### src/rtl/uart_mmio_fifo.sv
// Memory-mapped UART: data register at BASE_ADDR, status at BASE_ADDR+1, with
// buffered RX/TX FIFOs so the core only stalls on empty-read or full-write.
module uart_mmio_fifo #(
  parameter int          CLK_PER_BIT = 868,
  parameter int          RX_DEPTH    = 16,
  parameter int          TX_DEPTH    = 16,
  parameter int          ADDR_W      = 25,
  parameter int unsigned BASE_ADDR   = 0
) (
  input  logic              clk,
  input  logic              rst,
  input  logic              n_stall,
  input  logic [ADDR_W-1:0] addr,
  input  logic              mre,
  input  logic              mwe,
  input  logic [31:0]       wdata,
  output logic [31:0]       rdata,
  output logic              io_hit,
  output logic              io_stall,
  input  logic              rxd,
  output logic              txd
);
  localparam int RX_AW = $clog2(RX_DEPTH);
  localparam int TX_AW = $clog2(TX_DEPTH);
  localparam int CW    = $clog2(CLK_PER_BIT);
  localparam logic [CW-1:0] BIT_END  = CW'(CLK_PER_BIT - 1);
  localparam logic [CW-1:0] HALF_END = CW'(CLK_PER_BIT / 2 - 1);

  typedef enum logic [1:0] {S_IDLE, S_START, S_DATA, S_STOP} state_e;

  logic hit_data, hit_stat, rx_pop, stat_rd, tx_push, tx_pop;
  logic rx_empty, rx_full, tx_empty, tx_full;
  logic rx_done, rx_push, ovr_evt, ferr_evt;
  logic ovr_d, ovr_q, ferr_d, ferr_q;
  logic unused_wdata;

  assign hit_data = (addr == ADDR_W'(BASE_ADDR));
  assign hit_stat = (addr == ADDR_W'(BASE_ADDR + 1));
  assign io_hit   = (hit_data | hit_stat) & (mre | mwe);
  assign io_stall = hit_data & ((mre & rx_empty) | (mwe & tx_full));
  assign rx_pop   = n_stall & mre & hit_data & ~rx_empty;
  assign stat_rd  = n_stall & mre & hit_stat;
  assign tx_push  = n_stall & mwe & hit_data & ~tx_full;
  assign unused_wdata = ^wdata[31:8];

  // ---------------- RX FIFO ----------------
  logic [7:0]       rx_mem [RX_DEPTH];
  logic [RX_AW-1:0] rx_wp_q, rx_rp_q;
  logic [RX_AW:0]   rx_cnt_q;
  logic [7:0]       rx_sh_q;

  assign rx_empty = (rx_cnt_q == '0);
  assign rx_full  = (rx_cnt_q == (RX_AW+1)'(RX_DEPTH));
  assign rx_push  = rx_done & (~rx_full | rx_pop);
  assign ovr_evt  = rx_done & rx_full & ~rx_pop;

  always_ff @(posedge clk) if (rx_push) rx_mem[rx_wp_q] <= rx_sh_q;

  always_ff @(posedge clk) begin
    if (rst) begin
      rx_wp_q <= '0; rx_rp_q <= '0; rx_cnt_q <= '0;
    end else begin
      if (rx_push) rx_wp_q <= rx_wp_q + 1'b1;
      if (rx_pop)  rx_rp_q <= rx_rp_q + 1'b1;
      rx_cnt_q <= rx_cnt_q + (RX_AW+1)'(rx_push) - (RX_AW+1)'(rx_pop);
    end
  end

  // ---------------- TX FIFO ----------------
  logic [7:0]       tx_mem [TX_DEPTH];
  logic [TX_AW-1:0] tx_wp_q, tx_rp_q;
  logic [TX_AW:0]   tx_cnt_q;

  assign tx_empty = (tx_cnt_q == '0);
  assign tx_full  = (tx_cnt_q == (TX_AW+1)'(TX_DEPTH));

  always_ff @(posedge clk) if (tx_push) tx_mem[tx_wp_q] <= wdata[7:0];

  always_ff @(posedge clk) begin
    if (rst) begin
      tx_wp_q <= '0; tx_rp_q <= '0; tx_cnt_q <= '0;
    end else begin
      if (tx_push) tx_wp_q <= tx_wp_q + 1'b1;
      if (tx_pop)  tx_rp_q <= tx_rp_q + 1'b1;
      tx_cnt_q <= tx_cnt_q + (TX_AW+1)'(tx_push) - (TX_AW+1)'(tx_pop);
    end
  end

  // ---------------- RX FSM ----------------
  state_e        rx_st_q;
  logic [CW-1:0] rx_bd_q;
  logic [2:0]    rx_bit_q;
  logic          rx_brk_q, rx_s1_q, rx_s2_q, rx_s3_q, rx_stop_smp;

  assign rx_stop_smp = (rx_st_q == S_STOP) & ~rx_brk_q & (rx_bd_q == BIT_END);
  assign rx_done     = rx_stop_smp & rx_s2_q;
  assign ferr_evt    = rx_stop_smp & ~rx_s2_q;

  always_ff @(posedge clk) begin
    if (rst) begin
      rx_s1_q <= 1'b1; rx_s2_q <= 1'b1; rx_s3_q <= 1'b1;
      rx_st_q <= S_IDLE; rx_bd_q <= '0; rx_bit_q <= '0;
      rx_sh_q <= '0; rx_brk_q <= 1'b0;
    end else begin
      rx_s1_q <= rxd; rx_s2_q <= rx_s1_q; rx_s3_q <= rx_s2_q;
      case (rx_st_q)
        S_IDLE: if (rx_s3_q & ~rx_s2_q) begin
          rx_st_q <= S_START; rx_bd_q <= '0;
        end
        S_START: if (rx_bd_q == HALF_END) begin
          rx_bd_q  <= '0;
          rx_bit_q <= '0;
          rx_st_q  <= rx_s2_q ? S_IDLE : S_DATA;
        end else rx_bd_q <= rx_bd_q + 1'b1;
        S_DATA: if (rx_bd_q == BIT_END) begin
          rx_bd_q  <= '0;
          rx_sh_q  <= {rx_s2_q, rx_sh_q[7:1]};
          rx_bit_q <= rx_bit_q + 1'b1;
          if (rx_bit_q == 3'd7) rx_st_q <= S_STOP;
        end else rx_bd_q <= rx_bd_q + 1'b1;
        default: begin
          // After a framing error, hold off until the line idles high again.
          if (rx_brk_q) begin
            if (rx_s2_q) begin rx_brk_q <= 1'b0; rx_st_q <= S_IDLE; end
          end else if (rx_bd_q == BIT_END) begin
            rx_bd_q <= '0;
            if (rx_s2_q) rx_st_q <= S_IDLE;
            else rx_brk_q <= 1'b1;
          end else rx_bd_q <= rx_bd_q + 1'b1;
        end
      endcase
    end
  end

  // ---------------- TX FSM ----------------
  state_e        tx_st_q;
  logic [CW-1:0] tx_bd_q;
  logic [2:0]    tx_bit_q;
  logic [7:0]    tx_sh_q;
  logic          txd_q;

  // Reloading straight from STOP keeps back-to-back frames gapless.
  assign tx_pop = ~tx_empty & ((tx_st_q == S_IDLE) |
                               ((tx_st_q == S_STOP) & (tx_bd_q == BIT_END)));
  assign txd    = txd_q;

  always_ff @(posedge clk) begin
    if (rst) begin
      tx_st_q <= S_IDLE; tx_bd_q <= '0; tx_bit_q <= '0;
      tx_sh_q <= '0; txd_q <= 1'b1;
    end else begin
      case (tx_st_q)
        S_IDLE: if (tx_pop) begin
          tx_sh_q <= tx_mem[tx_rp_q]; txd_q <= 1'b0;
          tx_st_q <= S_START; tx_bd_q <= '0;
        end
        S_START: if (tx_bd_q == BIT_END) begin
          tx_bd_q <= '0; tx_bit_q <= '0;
          txd_q   <= tx_sh_q[0]; tx_st_q <= S_DATA;
        end else tx_bd_q <= tx_bd_q + 1'b1;
        S_DATA: if (tx_bd_q == BIT_END) begin
          tx_bd_q <= '0;
          if (tx_bit_q == 3'd7) begin
            txd_q <= 1'b1; tx_st_q <= S_STOP;
          end else begin
            txd_q    <= tx_sh_q[1];
            tx_sh_q  <= {1'b0, tx_sh_q[7:1]};
            tx_bit_q <= tx_bit_q + 1'b1;
          end
        end else tx_bd_q <= tx_bd_q + 1'b1;
        default: if (tx_bd_q == BIT_END) begin
          tx_bd_q <= '0;
          if (tx_pop) begin
            tx_sh_q <= tx_mem[tx_rp_q]; txd_q <= 1'b0; tx_st_q <= S_START;
          end else tx_st_q <= S_IDLE;
        end else tx_bd_q <= tx_bd_q + 1'b1;
      endcase
    end
  end

  // ---------------- Registers / read data ----------------
  // A new error event in the same cycle as a status read keeps the flag set.
  assign ovr_d  = ovr_evt  | (ovr_q  & ~stat_rd);
  assign ferr_d = ferr_evt | (ferr_q & ~stat_rd);

  always_ff @(posedge clk) begin
    if (rst) begin
      rdata <= '0; ovr_q <= 1'b0; ferr_q <= 1'b0;
    end else begin
      ovr_q  <= ovr_d;
      ferr_q <= ferr_d;
      if (rx_pop)
        rdata <= {24'b0, rx_mem[rx_rp_q]};
      else if (stat_rd)
        rdata <= {16'b0, 8'(rx_cnt_q), 4'b0, ferr_q, ovr_q, ~tx_full, ~rx_empty};
    end
  end
endmodule
### config.mk
export PLATFORM = sky130hd
export DESIGN_NAME = uart_mmio_fifo
export DESIGN_NICKNAME = d
export VERILOG_FILES = /design/src/rtl/uart_mmio_fifo.sv
export SDC_FILE = /design/constraint.sdc
export NUM_CORES = 1
export LEC_CHECK = 0
export CELL_PAD_IN_SITES_DETAIL_PLACEMENT = 1
export CELL_PAD_IN_SITES_GLOBAL_PLACEMENT = 2
export CORE_AREA = 2 2 201 203
export CTS_CLUSTER_SIZE = 10
export DETAILED_ROUTE_END_ITERATION = 10
export DIE_AREA = 0 0 203 205
export PLACE_DENSITY = 0.71
export SLEW_MARGIN = 40
export SYNTH_ARGS = -nofsm -noshare
export SYNTH_HDL_FRONTEND = slang
export SYNTH_SLANG_ARGS = --single-unit
### constraint.sdc
create_clock -name clk -period 3.74 [get_ports clk]
set_input_delay 0.935 -clock clk [delete_from_list [all_inputs] [get_ports clk]]
set_output_delay 0.935 -clock clk [all_outputs]
set_load 0.02 [all_outputs]
==> impl_metrics.py, run 1 <==
metrics = {
    "global_route": {
        "overflow": 0,
        "grt_pass1_wl_um": 52100,
        "antenna_found_initial": 0,
        "grt_use_total": 0.1620,
        "grt_pass1_vias": 9206,
        "grt_max_degree": 77,
    },
    "detailed_routing": {
        "wl_met2_um": 15830,
        "vias": 8776,
        "drc": 0,
        "drtIter0Drc": 437,
        "wl_per_cell_um": 19.22,
        "via_per_inst": 5.162,
        "routed_wl_um": 32670,
        "wl_met3_um": 1483,
        "drtPass1Iterations": 5,
        "wl_met1_um": 14770,
        "top_layer": "met4",
        "antenna_left": 0,
    },
    "synthesis": {
        "mappedNetlistArea_sq_mm": 0.01485,
        "syn_avg_cell_area_sq_um": 14.32,
        "yosysTopAreaCell": "edfxtp_1",
        "synth.distinct_cells": 64,
        "ys_seq_area_frac": 0.6526,
        "synth_edf_count": 256,
        "ys_async_sr_fraction": 0,
        "synth_top_cell_area_share": 0.5177,
        "yosys-top-cells-area": "edfxtp_1 (52%), dfxtp_1 (13%), mux4_2 (9.7%)",
        "synth-main-ff-cell": "edfxtp_1",
        "synthCells": 1037,
        "ys_warn_count": 0,
        "ys_seq_elements": 356,
    },
    "floorplan": {
        "row_count": 73,
        "ios": 98,
        "die_w_um": 203,
        "die_h_um": 205,
        "core_sq_mm": 0.03937,
        "initial_core_util": 0.3772,
        "dieArea_sq_mm": 0.04162,
    },
    "hold_path": {
        "worstHoldStart": "rx_s1_q",
        "hold_depth": 1,
        "hold_class": "reg -> reg",
        "hold_end": "rx_s2_q",
    },
    "critical_path": {
        "crit_type": "in -> out",
        "cp.required_ns": 2.80,
        "critPathMaxFanout": 3,
        "rr_endpoint": "rx_cnt_q[4]",
        "r2r_slack_ns": 0.52,
        "r2r_cells": 13,
        "reg2reg_from": "rx_bd_q[0]",
        "arrival_ns": 2.72,
        "cp-start-kind": "primary input",
        "endpoint_kind": "output port",
    },
    "timing": {
        "setup-violations-final": 0,
        "fin_crit_sh": 0.9771,
        "maxSlewViolCount": 0,
        "max_freq_ghz": 0.2736,
        "fin_worst_skew_ns": 0.02624,
        "worst_slew_pin_slew_ns": 0.7330,
        "maxSlewHeadroom": 0.5101,
        "final_hold_viol_count": 0,
        "period_minus_slack_ns": 3.654,
    },
    "cells_and_area": {
        "layout-drive-gt1-share": 0.1677,
        "nFillCells": 3917,
        "final_cells": 1700,
        "area_growth_pct": 19.15,
        "nets": 1249,
        "antenna_cells": 0,
        "final_area_sq_mm": 0.01769,
    },
    "cts": {
        "cts_tree": "built",
        "cts_buffer_depth": 3,
        "worstSkewPairLatency_ns": 0.57,
        "cts_buffers": 42,
        "clk_pin_slew_ns": 0.05,
        "clock-sinks": 356,
        "htree_levels": 2,
        "clock-root-buffer": "clkbuf_16",
    },
    "pwr": {
        "ir_drop_uv": 374.7,
        "power.density_mw_per_mm2": 537.8,
        "power_leakage_uw": 0.006016,
    },
    "placed_design": {
        "place_inst": 1633,
        "place_area_sq_mm": 0.01648,
        "io_buffers": 54,
        "hpwl_um": 21850,
        "routabilityCongestion": 0.7424,
    },
    "outcome": {
        "status": "finished clean",
    },
    "run": {
        "drv_cap": 0,
    },
}
[cell usage after synthesis, types with 7 or more instances]
cell type / n
and3_1: 28
nor3_1: 12
dfxtp_1: 100
o211a_1: 8
o21ai_0: 24
nor4_1: 8
xor2_1: 9
nand2b_1: 13
xnor2_1: 11
a311oi_1: 7
nand4_1: 9
mux2i_1: 16
buf_4: 19
o22ai_1: 14
nand2_1: 63
nand3_1: 23
clkbuf_1: 34
mux4_2: 64
or3_1: 8
edfxtp_1: 256
nor2b_1: 12
a21oi_1: 46
nor2_1: 87
inv_1: 38
a22oi_1: 11
ha_1: 32
[metrics by stage]
step / util / total power (uW) / hold slack [ns] / TNS (ns) / setup slack (ns)
floorplan: - / 5513 / 0.3895 / 0 / 0.03499
global placement: 0.4185 / 5928 / 0.3959 / -17.42 / -0.3548
detailed placement: 0.4187 / 5970 / 0.3967 / -21.17 / -0.3865
CTS: 0.4492 / 9647 / 0.4124 / 0 / 0.005857
global route: 0.4494 / 9954 / 0.4392 / -0.03824 / -0.01444
finish: 0.4494 / 9515 / 0.4097 / 0 / 0.08559
[worst max-delay path: stages]
cell and delay [ns]:
clkdlybuf4s50_1 0.41, or4_4 0.54, or2_1 0.27, nand2b_1 0.19, nor3_1 0.18, buf_2 0.20
[cells in the final DEF (no fill, tap or decap), drive strengths merged, types with 9 or more instances in the layout]
| master | n |
|---|---|
| edfxtp | 256 |
| dfxtp | 100 |
| nor2 | 87 |
| buf | 65 |
| mux4 | 64 |
| clkbuf | 64 |
| nand2 | 63 |
| clkdlybuf4s50 | 51 |
| a21oi | 46 |
| inv | 40 |
| ha | 32 |
| and3 | 28 |
| o21ai | 26 |
| nand3 | 23 |
| conb | 19 |
| mux2i | 16 |
| o22ai | 14 |
| nand2b | 13 |
| nor3 | 12 |
| nor2b | 12 |
| xnor2 | 11 |
| a22oi | 11 |
| nor4 | 10 |
| nand4 | 9 |
| xor2 | 9 |
[final cells by class]
cell class	count	area, sq um	area share
Sequential cell	356	9692	0.5478
Timing Repair Buffer	117	1211	0.06846
Inverter	39	148.9	0.008416
Multi-Input combinational cell	596	4780	0.2702
Tap cell	525	656.9	0.03713
Clock buffer	63	1140	0.06443
Clock inverter	4	63.81	0.003607
[where the power goes]
| group | internal [uW] | total [uW] | switching (uW) |
|---|---|---|---|
| logic | 657 | 1420 | 760 |
| clock network | 2100 | 3650 | 1550 |
| registers | 4320 | 4450 | 129 |
| total | 7080 | 9510 | 2440 |
[worst max-delay path by stage]
stage | from | end | slack, ns | cells past startpoint
after global placement | addr[7] | rx_cnt_q[4] | -0.35 | 15
after detailed placement | addr[4] | tx_cnt_q[4] | -0.39 | 14
after CTS | addr[7] | io_hit | 0.006 | 6
final | addr[4] | io_stall | 0.09 | 6
after global routing | addr[4] | tx_cnt_q[4] | -0.01 | 14
after floorplan | addr[7] | rx_cnt_q[4] | 0.03 | 15
[flip-flops by register name, summed over array words and instances (netlist names), 8 cells and up, named ones only]
| register | cells |
|---|---|
| tx_bd_q | 10 |
| tx_sh_q | 8 |
| rx_sh_q | 8 |
| rx_mem | 128 |
| rx_bd_q | 10 |
| tx_mem | 128 |
| rdata | 13 |
[what timing repair did]
action	in CTS	in global routing
buffers inserted	0	0
hold buffers	0	0
gates resized for setup	6	5
pin swaps	0	3
setup endpoints to repair	2	2
[cells by family after synthesis]
kind of cell / synth area share
muxes: 0.1086
AOI/OAI and AO/OA: 0.06261
other: 0.0002526
buffers and inverters: 0.03177
and+or+nand+nor: 0.1027
adders and majority gates: 0.02966
DFF: 0.6526
xor gates and xnor gates: 0.01180
[per-layer routing]
| metal | vias up | global-route usage |
|---|---|---|
| met5 | - | 0 |
| met4 | 0 | 0.04171 |
| met3 | 46 | 0.03404 |
| met2 | 149 | 0.2754 |
| met1 | 4431 | 0.2115 |
| li1 | 4150 | - |
Note: power is estimated with default switching activity, not from simulation.
==> run 2, diff against run 1 <==
--- a/config.mk
+++ b/config.mk
@@ -5,6 +5,7 @@
 export SDC_FILE = /design/constraint.sdc
 export NUM_CORES = 1
 export LEC_CHECK = 0
+export CAP_MARGIN = 10
 export CELL_PAD_IN_SITES_DETAIL_PLACEMENT = 1
 export CELL_PAD_IN_SITES_GLOBAL_PLACEMENT = 2
 export CORE_AREA = 2 2 201 203
==> results of run 2 <==
The final DEF is identical to that of run 1; final timing and power are the same.
==> run 3, diff against run 2 <==
--- a/config.mk
+++ b/config.mk
@@ -5,6 +5,7 @@
 export SDC_FILE = /design/constraint.sdc
 export NUM_CORES = 1
 export LEC_CHECK = 0
+export ABC_CLOCK_PERIOD_IN_PS = 3740
 export CAP_MARGIN = 10
 export CELL_PAD_IN_SITES_DETAIL_PLACEMENT = 1
 export CELL_PAD_IN_SITES_GLOBAL_PLACEMENT = 2
==> results of run 3 <==
The final DEF is identical to that of run 1; final timing and power are the same.
